<file path="config.mk">
export PLATFORM = sky130hd
export DESIGN_NAME = hack_write_dispatcher_flat
export DESIGN_NICKNAME = d
export VERILOG_FILES = /design/src/rtl/hack_write_dispatcher_if.sv /design/src/rtl/hack_write_dispatcher.sv /design/src/flat_wrapper.sv
export SDC_FILE = /design/constraint.sdc
export NUM_CORES = 1
export LEC_CHECK = 0
export CORE_MARGIN = 8
export CORE_UTILIZATION = 40
export DETAILED_ROUTE_END_ITERATION = 6
export RECOVER_POWER = 100
export SLEW_MARGIN = 20
export SYNTH_ARGS = -nofsm -noshare
export SYNTH_HDL_FRONTEND = slang
export SYNTH_SLANG_ARGS = --single-unit
</file>
<file path="constraint.sdc">
create_clock -name clk -period 2.84 [get_ports clk]
set_input_delay 0.568 -clock clk [delete_from_list [all_inputs] [get_ports clk]]
set_output_delay 0.568 -clock clk [all_outputs]
set_load 0.005 [all_outputs]
</file>
<file path="src/rtl/hack_write_dispatcher_if.sv">
// Purpose : bundles the CPU write stream, the RAM16K load port, the screen
//           valid/ready port and the status outputs of hack_write_dispatcher.
// Ports   : master = CPU/system side (drives requests and scr_ready),
//           slave  = the dispatcher (accepts requests, drives memory strobes).
interface hack_write_dispatcher_if;
  // CPU write request stream
  logic        in_valid;
  logic        in_ready;
  logic [14:0] in_addr;
  logic [15:0] in_data;
  // RAM16K load port (single cycle, always accepts)
  logic        ram_load;
  logic [13:0] ram_addr;
  logic [15:0] ram_data;
  // screen controller port (valid/ready, may stall)
  logic        scr_valid;
  logic        scr_ready;
  logic [12:0] scr_addr;
  logic [15:0] scr_data;
  // status
  logic        err_pulse;
  logic [7:0]  err_count;
  logic        busy;

  modport master (
    output in_valid, in_addr, in_data, scr_ready,
    input  in_ready, ram_load, ram_addr, ram_data,
    input  scr_valid, scr_addr, scr_data, err_pulse, err_count, busy
  );

  modport slave (
    input  in_valid, in_addr, in_data, scr_ready,
    output in_ready, ram_load, ram_addr, ram_data,
    output scr_valid, scr_addr, scr_data, err_pulse, err_count, busy
  );
endinterface

</file>
<file path="src/rtl/hack_write_dispatcher.sv">
// Purpose : buffers CPU data-memory writes in an in-order FIFO and steers each
//           one to RAM16K, the screen controller, or drops it (keyboard and up).
// Ports   : clk, reset (async, active-high); bus (slave modport) carries the
//           in_* request stream, ram_* strobe, scr_* handshake and err/busy status.
// Latency : write accepted in cycle 0 into an idle block is dispatched in cycle 2;
//           back-to-back RAM writes sustain one per clock.
// Backpr. : in_ready = !full; a stalled screen write holds every later write.
module hack_write_dispatcher #(
  parameter int unsigned FIFO_DEPTH  = 4,
  parameter logic [14:0] SCREEN_BASE = 15'd16384,
  parameter logic [14:0] KBD_ADDR    = 15'd24576
) (
  input logic                  clk,
  input logic                  reset,
  hack_write_dispatcher_if.slave bus
);

  localparam int unsigned      PTR_W     = $clog2(FIFO_DEPTH);
  localparam logic [PTR_W:0]   DEPTH_CNT = (PTR_W + 1)'(FIFO_DEPTH);
  localparam logic [PTR_W:0]   CNT_ONE   = (PTR_W + 1)'(1);
  localparam logic [PTR_W-1:0] PTR_ONE   = PTR_W'(1);

  typedef struct packed {
    logic [14:0] addr;
    logic [15:0] data;
  } wr_entry_t;

  typedef enum logic [1:0] {
    IDLE,
    RAM_WR,
    SCR_WAIT,
    DROP
  } state_t;

  typedef enum logic [1:0] {
    DST_RAM,
    DST_SCR,
    DST_DROP
  } dest_t;

  // ---------------------------------------------------------------------------
  // Write buffer
  // ---------------------------------------------------------------------------
  wr_entry_t        mem [FIFO_DEPTH];
  logic [PTR_W-1:0] wr_ptr;
  logic [PTR_W-1:0] rd_ptr;
  logic [PTR_W:0]   count;

  logic      full;
  logic      empty;
  logic      push;
  logic      pop;
  wr_entry_t head;

  assign full  = (count == DEPTH_CNT);
  assign empty = (count == '0);

  // No bypass: readiness depends only on the registered count, so a full
  // buffer refuses input even on a cycle where it also pops.
  assign bus.in_ready = !full;
  assign push         = bus.in_valid & !full;
  assign head         = mem[rd_ptr];

  // Storage needs no reset; validity is tracked by count.
  always_ff @(posedge clk) begin
    if (push) begin
      mem[wr_ptr] <= '{addr: bus.in_addr, data: bus.in_data};
    end
  end

  // Pointers wrap naturally since FIFO_DEPTH is a power of two.
  always_ff @(posedge clk or posedge reset) begin
    if (reset) begin
      wr_ptr <= '0;
      rd_ptr <= '0;
      count  <= '0;
    end else begin
      if (push) wr_ptr <= wr_ptr + PTR_ONE;
      if (pop)  rd_ptr <= rd_ptr + PTR_ONE;
      case ({push, pop})
        2'b10:   count <= count + CNT_ONE;
        2'b01:   count <= count - CNT_ONE;
        default: count <= count;
      endcase
    end
  end

  // ---------------------------------------------------------------------------
  // Head decode
  // ---------------------------------------------------------------------------
  dest_t       head_dest;
  logic [12:0] scr_off;

  always_comb begin
    head_dest = DST_DROP;
    if (head.addr < SCREEN_BASE) begin
      head_dest = DST_RAM;
    end else if (head.addr < KBD_ADDR) begin
      head_dest = DST_SCR;
    end
  end

  // Screen window is 8K words, so the offset only needs the low 13 bits.
  assign scr_off = head.addr[12:0] - SCREEN_BASE[12:0];

  // ---------------------------------------------------------------------------
  // Dispatch FSM (all outputs registered)
  // ---------------------------------------------------------------------------
  state_t      state;
  logic        ram_load_q;
  logic [13:0] ram_addr_q;
  logic [15:0] ram_data_q;
  logic        scr_valid_q;
  logic [12:0] scr_addr_q;
  logic [15:0] scr_data_q;
  logic        err_pulse_q;
  logic [7:0]  err_count_q;
  logic        advance;

  // Every state other than a stalled screen write finishes in one cycle, so
  // the FSM may take the next head unless the screen is still refusing.
  assign advance = (state != SCR_WAIT) | bus.scr_ready;
  assign pop     = advance & !empty;

  always_ff @(posedge clk or posedge reset) begin
    if (reset) begin
      state       <= IDLE;
      ram_load_q  <= 1'b0;
      ram_addr_q  <= '0;
      ram_data_q  <= '0;
      scr_valid_q <= 1'b0;
      scr_addr_q  <= '0;
      scr_data_q  <= '0;
      err_pulse_q <= 1'b0;
      err_count_q <= '0;
    end else begin
      ram_load_q  <= 1'b0;
      err_pulse_q <= 1'b0;
      if (advance) begin
        // scr_valid only falls here, i.e. after a completed transfer.
        scr_valid_q <= 1'b0;
        state       <= IDLE;
        if (!empty) begin
          case (head_dest)
            DST_RAM: begin
              state      <= RAM_WR;
              ram_load_q <= 1'b1;
              ram_addr_q <= head.addr[13:0];
              ram_data_q <= head.data;
            end
            DST_SCR: begin
              state       <= SCR_WAIT;
              scr_valid_q <= 1'b1;
              scr_addr_q  <= scr_off;
              scr_data_q  <= head.data;
            end
            default: begin
              state       <= DROP;
              err_pulse_q <= 1'b1;
              if (err_count_q != 8'hFF) begin
                err_count_q <= err_count_q + 8'd1;
              end
            end
          endcase
        end
      end
    end
  end

  assign bus.ram_load  = ram_load_q;
  assign bus.ram_addr  = ram_addr_q;
  assign bus.ram_data  = ram_data_q;
  assign bus.scr_valid = scr_valid_q;
  assign bus.scr_addr  = scr_addr_q;
  assign bus.scr_data  = scr_data_q;
  assign bus.err_pulse = err_pulse_q;
  assign bus.err_count = err_count_q;
  assign bus.busy      = !empty | (state != IDLE);

endmodule
</file>
<file path="src/flat_wrapper.sv">
// flat-port wrapper written by rule: the top's interface ports become plain ports
module hack_write_dispatcher_flat 
#(
  parameter int unsigned FIFO_DEPTH  = 4,
  parameter logic [14:0] SCREEN_BASE = 15'd16384,
  parameter logic [14:0] KBD_ADDR    = 15'd24576
)
  (clk, reset, bus_in_valid, bus_in_addr, bus_in_data, bus_scr_ready, bus_in_ready, bus_ram_load, bus_ram_addr, bus_ram_data, bus_scr_valid, bus_scr_addr, bus_scr_data, bus_err_pulse, bus_err_count, bus_busy);
  hack_write_dispatcher_if bus_i ();
  input logic clk;
  input logic reset;
  input wire logic [$bits(bus_i.in_valid)-1:0] bus_in_valid;
  input wire logic [$bits(bus_i.in_addr)-1:0] bus_in_addr;
  input wire logic [$bits(bus_i.in_data)-1:0] bus_in_data;
  input wire logic [$bits(bus_i.scr_ready)-1:0] bus_scr_ready;
  output wire logic [$bits(bus_i.in_ready)-1:0] bus_in_ready;
  output wire logic [$bits(bus_i.ram_load)-1:0] bus_ram_load;
  output wire logic [$bits(bus_i.ram_addr)-1:0] bus_ram_addr;
  output wire logic [$bits(bus_i.ram_data)-1:0] bus_ram_data;
  output wire logic [$bits(bus_i.scr_valid)-1:0] bus_scr_valid;
  output wire logic [$bits(bus_i.scr_addr)-1:0] bus_scr_addr;
  output wire logic [$bits(bus_i.scr_data)-1:0] bus_scr_data;
  output wire logic [$bits(bus_i.err_pulse)-1:0] bus_err_pulse;
  output wire logic [$bits(bus_i.err_count)-1:0] bus_err_count;
  output wire logic [$bits(bus_i.busy)-1:0] bus_busy;
  assign bus_i.in_valid = bus_in_valid;
  assign bus_i.in_addr = bus_in_addr;
  assign bus_i.in_data = bus_in_data;
  assign bus_i.scr_ready = bus_scr_ready;
  assign bus_in_ready = bus_i.in_ready;
  assign bus_ram_load = bus_i.ram_load;
  assign bus_ram_addr = bus_i.ram_addr;
  assign bus_ram_data = bus_i.ram_data;
  assign bus_scr_valid = bus_i.scr_valid;
  assign bus_scr_addr = bus_i.scr_addr;
  assign bus_scr_data = bus_i.scr_data;
  assign bus_err_pulse = bus_i.err_pulse;
  assign bus_err_count = bus_i.err_count;
  assign bus_busy = bus_i.busy;
  hack_write_dispatcher #(.FIFO_DEPTH(FIFO_DEPTH), .SCREEN_BASE(SCREEN_BASE), .KBD_ADDR(KBD_ADDR)) u_core (.clk(clk), .reset(reset), .bus(bus_i));
endmodule
</file>
==> impl_metrics.yaml, run 1 <==
run_status:
  status: "finished, final reports clean"
power:
  intPower_mw: 7.76
  powerDensity_nw_per_um2: 1120
  netSwitchingPower_mw: 3.11
  p_clk_share_pct: 24.8
  ir_drop_mv: 0.531
  combPwrFrac_pct: 33.7
  switching_share_pct: 28.6
  seqPwrFrac_pct: 41.5
  cellLeakagePower_nw: 3.59
critical_path:
  critPathKind: "reg -> out"
  path_max_fanout: 4
  cp_data_required_time_ps: 2270
  crit_arrival_ps: 2150
  worst_setup_path_end_kind: "output port"
  start_kind: "flop"
logic_synthesis:
  synth_fp_nets: 418
  ys_seq_area_share_pct: 73.5
  ys_ff_latch: 203
  syn-cell-area_sq_um: 7750
  syn_avg_cell_area_sq_um: 20.6
  yosysWarnings: 0
  synth_cell_types: 34
  synthCells: 376
detailed_routing:
  wl_met1_um: 6290
  routed-wl-met3_um: 1000
  avgRoutedWirePerCell_um: 19.0
  vias_per_cell: 4.87
  num_vias: 3819
  dr.pass1.iters: 4
  wl_met2_um: 7380
  drcViolationCount: 0
  top_layer: "met4"
  antenna_left: 0
  drt-initial-drc-count: 150
  wirelength_um: 14900
min_path:
  hold_path_class: "reg -> reg"
global_routing:
  grt_max_degree: 52
  grt_pass1_vias: 4169
  grt_overflow: 0
  grt_usage_pct: 12.6
  grt_pass1_wl_um: 23700
  antenna_found_initial: 1
cts:
  path_clk_slew_ps: 60
  clock_sinks: 203
  cts_resized: 0
  post-cts-setup-buffers: 0
  holdBufCountCts: 0
  cts_tree: "done"
  htree_num_levels: 1
  worstSkewPairLatency_ps: 490
  clk_path_buf_depth: 3
  cts_buffers: 22
  cts_root_buf: "clkbuf_16"
die:
  die_area_sq_um: 24100
  rows: 51
  io_pins: 107
  die_y_um: 155
  initial_core_util_pct: 40.2
  coreArea_sq_um: 19300
  die_x_um: 155
timing:
  grt_setup_unrepaired: "false"
  fmax_ghz: 0.368
  finClkSkew_ps: 10.3
  finalSetupViolCount: 0
  min_period_ps: 2720
  timing.hold.ws_ps: 480
  report.final.slew_viol_count: 0
  relSlewSlack_pct: 6.98
  fin_crit_sh_pct: 95.7
  hold_violations: 0
  worstMarginPinSlew_ps: 1390
  tns_ps: 0
layout:
  drive_gt1_share_pct: 19.5
  layout_commonest_cell: "edfxtp_1"
  fillers: 1619
  mostFrequentLayoutCells: "124 x edfxtp_1, 104 x dlygate4sd3_1, 78 x dfrtp_1"
  syn2layout_area_growth_pct: 25.2
  layout.nets: 544
place:
  routabilityCongestion: 0.764
  io_buffer_count: 106
  hpwl_um: 9710
run:
  maxCapViolCount: 0
[area by class of cell]
class	count	area [sq um]	share of cell area (%)
Antenna cell	1	2.50	0.0258
Clock buffer	38	692	7.13
Clock inverter	2	12.5	0.129
Inverter	11	42.5	0.438
Multi-Input combinational cell	149	1810	18.6
Sequential cell	203	5700	58.7
Tap cell	265	332	3.42
Timing Repair Buffer	115	1120	11.5
[synth_stat cells]
master / count / area share, %
a21oi_1: 1 / 0.065
and3_1: 4 / 0.32
and3_4: 1 / 0.15
buf_2: 4 / 0.26
buf_4: 3 / 0.29
buf_6: 3 / 0.44
clkbuf_1: 3 / 0.15
clkinv_1: 1 / 0.048
dfrtp_1: 79 / 26
edfxtp_1: 124 / 48
fa_1: 1 / 0.26
ha_1: 6 / 0.97
inv_1: 10 / 0.48
mux2_1: 9 / 1.3
mux2_2: 25 / 3.6
mux2_4: 29 / 5.6
mux2i_1: 1 / 0.13
mux4_2: 31 / 9.0
nand2_1: 9 / 0.44
nand2_2: 1 / 0.081
nand3_1: 4 / 0.26
nand4_1: 1 / 0.081
nand4_2: 1 / 0.16
nor2_1: 2 / 0.097
nor2_2: 1 / 0.081
nor3_1: 3 / 0.19
nor3b_1: 1 / 0.097
nor4_1: 2 / 0.16
o21bai_1: 1 / 0.097
or2_2: 1 / 0.081
or3_1: 2 / 0.16
or3b_1: 1 / 0.11
xnor2_1: 5 / 0.56
xor2_1: 6 / 0.68
[state kept, by name, summed over array words and instances (netlist names), 2 cells and up]
name                  flops
u_core.count              3
u_core.bus.ram_data      16
u_core.bus.scr_addr      13
u_core.state              2
u_core.mem              124
u_core.bus.ram_addr      14
u_core.bus.err_count      8
u_core.wr_ptr             2
u_core.rd_ptr             2
u_core.bus.scr_data      16
[metal layers]
| layer | up-vias | GRT usage, % |
|---|---|---|
| met5 | - | 0 |
| met4 | 0 | 3.28 |
| met3 | 19 | 3.44 |
| met2 | 100 | 21.4 |
| met1 | 1982 | 15.7 |
| li1 | 1718 | - |
[path summary, 6_finish.rpt]
check | from | end | slack [ps] | cells past startpoint
setup / recovery | u_core.count[2] | bus_busy | 120 | 3
hold / removal | u_core.bus.scr_data[1] | u_core.bus.scr_data[1] | 480 | 1
setup reg to reg | u_core.rd_ptr[0] | u_core.bus.ram_data[12] | 380 | 3
hold reg to reg | u_core.bus.scr_data[1] | u_core.bus.scr_data[1] | 480 | 1
max in group asynchronous | reset | u_core.rd_ptr[1] | 570 | 3
min in group asynchronous | reset | u_core.bus.ram_data[7] | 840 | 2
[critical path: stages, from the launching register on]
cell             delay (ps)
dfrtp_1                 400
or3_1                   450
or3_1                   360
clkdlybuf4s50_1         460
[metrics by stage]
stage | cells | area [sq um] | utilization [%] | power [mW] | setup slack [ps]
6_report | 784 | 9710 | 50.4 | 10.9 | 121
3_3_place_gp | 743 | 9200 | 47.7 | 8.90 | 55.7
3_5_place_dp | 743 | 9200 | 47.7 | 9.02 | 33.5
2_1_floorplan | 376 | 7750 | - | 7.21 | 249
4_1_cts | 783 | 9900 | 51.4 | 11.8 | 55.1
5_1_grt | 784 | 9710 | 50.4 | 11.6 | 53.1
[cells by family (layout without fill, tap and decap cells)]
family                     after synthesis  count (layout)  share of synthesized area (%)
and+or+nand+nor                         34              34                           2.47
buffers and inverters                   24             166                           1.66
DFF                                    203             203                           73.5
muxes                                   95              95                           19.7
AOI/OAI and AO/OA                        2               2                          0.161
adders and majority gates                7               7                           1.23
xor gates and xnor gates                11              11                           1.24
other                                    0               1                              0
[power groups by stage]
stage	Clock (mW)	Combinational, mW	Sequential, mW
2_1_floorplan	0	2.64	4.57
3_3_place_gp	0	4.33	4.57
3_5_place_dp	0	4.41	4.61
4_1_cts	2.79	4.43	4.57
5_1_grt	2.91	4.02	4.63
6_report	2.70	3.66	4.51
Note: power is estimated with default switching activity, not from simulation.
==> inputs of run 2 (changes only) <==
--- a/config.mk
+++ b/config.mk
@@ -8,6 +8,7 @@
 export CORE_MARGIN = 8
 export CORE_UTILIZATION = 40
 export DETAILED_ROUTE_END_ITERATION = 6
+export MAX_ROUTING_LAYER = met4
 export RECOVER_POWER = 100
 export SLEW_MARGIN = 20
 export SYNTH_ARGS = -nofsm -noshare
==> impl_metrics.yaml, run 2 (synthesis gave the netlist of run 1 again) <==
die:
  die_y_um: 155
  die_area_sq_um: 24100
  initial_core_util_pct: 40.2
  die_x_um: 155
  io_pins: 107
  coreArea_sq_um: 19300
  rows: 51
place:
  dpl_cell_area_sq_um: 9200
  routabilityCongestion: 0.774
  preCtsSetupSlack_ps: 33.5
  io_buffer_count: 106
  hpwl_um: 9710
detailed_routing:
  avgRoutedWirePerCell_um: 19.0
  antenna_left: 0
  wl_met1_um: 6340
  drcViolationCount: 0
  wl_met2_um: 7380
  vias_per_cell: 4.88
  routed-wl-met3_um: 972
  dr.pass1.iters: 4
  wirelength_um: 14900
  num_vias: 3826
  top_layer: "met4"
  drt-initial-drc-count: 149
critical_path:
  start_kind: "flop"
  crit_arrival_ps: 2150
  crit_buf_inv: 1
  critPathKind: "reg -> out"
  worst_setup_path_end_kind: "output port"
  crit_top_cell: "or3_1"
  cpPeakStageDelay_ps: 460
  path_max_fanout: 4
  crit_slowest_cell: "clkdlybuf4s50_1"
  cp_data_required_time_ps: 2270
  cpLargestDelayFamily: "simple AND/OR/NAND/NOR gates"
  crit_path_cell_trace: "or3_1 -> or3_1 -> clkdlybuf4s50_1"
run:
  maxCapViolCount: 0
timing:
  relSlewSlack_pct: 6.65
  setup_ws_ps: 121
  min_period_ps: 2720
  fmax_ghz: 0.368
  grt_setup_unrepaired: "false"
  fin_crit_sh_pct: 95.7
  worstMarginPinSlew_ps: 1390
  finClkSkew_ps: 12.2
  finalSetupViolCount: 0
  hold_violations: 0
  report.final.slew_viol_count: 0
  tns_ps: 0
global_routing:
  grt_pass1_wl_um: 23700
  grt_usage_pct: 13.0
  grt_max_degree: 52
  grt_pass1_vias: 4170
  grt_overflow: 0
  antenna_found_initial: 1
cts:
  holdBufCountCts: 0
  cts_buffers: 22
  worstSkewPairLatency_ps: 490
  cts_root_buf: "clkbuf_16"
  clk_path_buf_depth: 3
  post-cts-setup-buffers: 0
  cts_resized: 0
  htree_num_levels: 1
  path_clk_slew_ps: 60
  cts_tree: "done"
  clock_sinks: 203
power:
  powerDensity_nw_per_um2: 1120
  ir_drop_mv: 0.530
  cellLeakagePower_nw: 3.59
layout:
  drive_gt1_share_pct: 19.5
  largest_reg_flops: 124
  regMostFlops: "u_core.mem"
  design_area_sq_um: 9710
  layout.nets: 544
  mostFrequentLayoutCells: "124 x edfxtp_1, 104 x dlygate4sd3_1, 78 x dfrtp_1"
  syn2layout_area_growth_pct: 25.2
  layout_commonest_cell: "edfxtp_1"
run_status:
  status: "finished, final reports clean"
min_path:
  hold_path_class: "reg -> reg"
## run 2: cell counts in the layout (fill, tap and decap cells not counted)
No cell type changed its count.
## run 2: path summary, 6_finish.rpt
check                                        from                      end  slack [ps]  cells after the start
min in group asynchronous                   reset   u_core.bus.ram_data[7]         840                      2
hold / removal             u_core.bus.scr_data[1]   u_core.bus.scr_data[1]         480                      1
max in group asynchronous                   reset         u_core.rd_ptr[1]         570                      3
setup reg to reg                 u_core.rd_ptr[0]  u_core.bus.ram_data[12]         380                      3
hold reg to reg            u_core.bus.scr_data[1]   u_core.bus.scr_data[1]         480                      1
setup / recovery                  u_core.count[2]                 bus_busy         120                      3
## run 2: metrics by stage
stage          hold WS (ps)  instances  util, %  power (mW)
4_1_cts                 457        783     51.4        11.8
2_1_floorplan           453        376        -        7.21
6_report                480        784     50.4        10.9
3_3_place_gp            473        743     47.7        8.90
3_5_place_dp            480        743     47.7        9.02
5_1_grt                 496        784     50.4        11.6
## run 2: area by class of cell
class                   instances  area (sq um)
inverters                      11          42.5
clock inverters                 2          12.5
diodes                          1          2.50
multi-input cells             149          1810
flip-flops and latches        203          5700
well taps                     265           332
fillers                      1619          9560
repair buffers                115          1120
clock buffers                  38           692
## run 2: layer usage
metal / track usage [%] / vias up
met4: 3.28 / 0
li1: - / 1719
met1: 15.9 / 1985
met2: 21.4 / 102
met5: - / -
met3: 3.16 / 20
## run 2: power breakdown
group / internal (mW) / total, mW / switching, mW / leakage, nW
clock network: 1.65 / 2.70 / 1.05 / 0.341
registers: 4.14 / 4.51 / 0.374 / 2.07
logic: 1.97 / 3.67 / 1.69 / 1.18
total: 7.76 / 10.9 / 3.12 / 3.59
==> RTL change (flow settings as in run 2) <==
`FIFO_DEPTH` is set to 4 in 2 places; all go to 16.
--- a/src/rtl/hack_write_dispatcher.sv
+++ b/src/rtl/hack_write_dispatcher.sv
@@ -8,3 +8,3 @@
 module hack_write_dispatcher #(
-  parameter int unsigned FIFO_DEPTH  = 4,
+  parameter int unsigned FIFO_DEPTH  = 16,
   parameter logic [14:0] SCREEN_BASE = 15'd16384,
--- a/src/flat_wrapper.sv
+++ b/src/flat_wrapper.sv
@@ -3,3 +3,3 @@
 #(
-  parameter int unsigned FIFO_DEPTH  = 4,
+  parameter int unsigned FIFO_DEPTH  = 16,
   parameter logic [14:0] SCREEN_BASE = 15'd16384,
Formal check against the unedited RTL: not equivalent (a bounded check fails within 10 cycles, from zero or initial values and one cycle with reset high).
==> RTL change against run 2 <==
- cell area increased to 2.8 times the old value
- worst setup slack better by 45 ps
- worst hold slack improved by 0.53 ps
- critical path depth grew 2
- sequential cell count up 378
- the flow now finishes with violations (capacitance limit, slew limit)
- routed wire length grew to 3.2 times the old value
- total power rose to 2.6 times the old value
- largest cell class unchanged
- synthesized area increased to 2.9 times the old value
==> RTL change: results (changes against run 2) <==
- Post-route met1 wirelength: 21200 µm (+230%)
- The maximum level of the CTS H-tree is 2 (+1).
- Post-detail-place hpwl: 28000 µm (+190%)
* Worst Setup Slack post-DPL: 25.9 ps (-7.65 ps)
- Failing checks: capacitance limit, slew limit
- Worst hold slack: 480 ps (+0.532 ps)
- The sequential power was 11.4 mW (+150%).
- The routed via count was 10.3k (+170%).
* Antenna violations before repair: 9 (+8)
* Fill cell instance count of the final layout: 4430 (+170%)
- The count of antenna diodes in the layout is 6 (+5).
* Sequential share of the synthesized area: 0.762 (+0.0267)
- The global-route track usage on met1 was 0.207 (+0.0476).
- Count of inverters other than clock inverters in the layout: 9 (-2)
* Routability congestion estimate from global placement: 0.717 (-7.4%)
- The met2 usage came to 0.243 (+0.0298).
- Share of power burned in registers: 0.396 (-0.019)
- The number of maximum-capacitance violations was 1 (+1).
- Layout buffer count excluding clock buffers: 174 (+51%)
- The sequential standard cell area is 17000 µm² (+200%).
* Maximum number of pins on one net before global-route repair: 72 (+38%)
- Compound-Gate Fraction of Synth Area: 0.00672 (+0.00511)
- The share of the synthesized netlist area taken by xor and xnor gates was 0.00784 (-0.00459).
- Syn_area_per_cell: 23.0 µm² (+11%)
- Post-synthesis to final-layout area growth: 21.0%
- Start of the worst register-to-register path: u_core.count[0]
- Multi-input gates: 335 (+120%)
* Outcome: complete, but fails checks
* Largest delay contributor family on the critical path: buffers and inverters
* Worst clock skew: 27.9 ps (+15.7 ps)
* Static leakage: 8.98 nW (+150%)
* Internal Power: 20.6 mW (+160%)
* Skew-Pair Late Insertion Delay: 630 ps (+140 ps)
- Final worst-path setup slack: 166 ps (+44.9 ps)
* Non-clock buffering overhead: 0.0702 (-0.0450)
- The area used by multi-input combinational logic came to 5140 µm² (+180%).
* Final-report max-slew violation count: 39 (+39)
RTL change: cell types whose count changed in the layout (fill, tap and decap cells not counted), moves of 11 or more:
cell	run 2	this run
sky130_fd_sc_hd__clkdlybuf4s50_1	2	62
sky130_fd_sc_hd__clkbuf_16	23	60
sky130_fd_sc_hd__mux4_2	31	138
sky130_fd_sc_hd__clkinv_2	1	12
sky130_fd_sc_hd__dlygate4sd3_1	104	43
sky130_fd_sc_hd__buf_12	0	27
sky130_fd_sc_hd__nor2_4	1	12
sky130_fd_sc_hd__buf_4	4	37
sky130_fd_sc_hd__mux2_1	38	0
sky130_fd_sc_hd__mux4_1	0	12
sky130_fd_sc_hd__mux2_2	25	54
sky130_fd_sc_hd__edfxtp_1	124	496
RTL change: timing repair:
| item | in CTS | in global routing |
|---|---|---|
| resized for setup | 3 | 2 |
| buffers inserted | 2 | 3 |
| pin swaps | 1 | 2 |
| setup endpoints to repair | 1 | 1 |
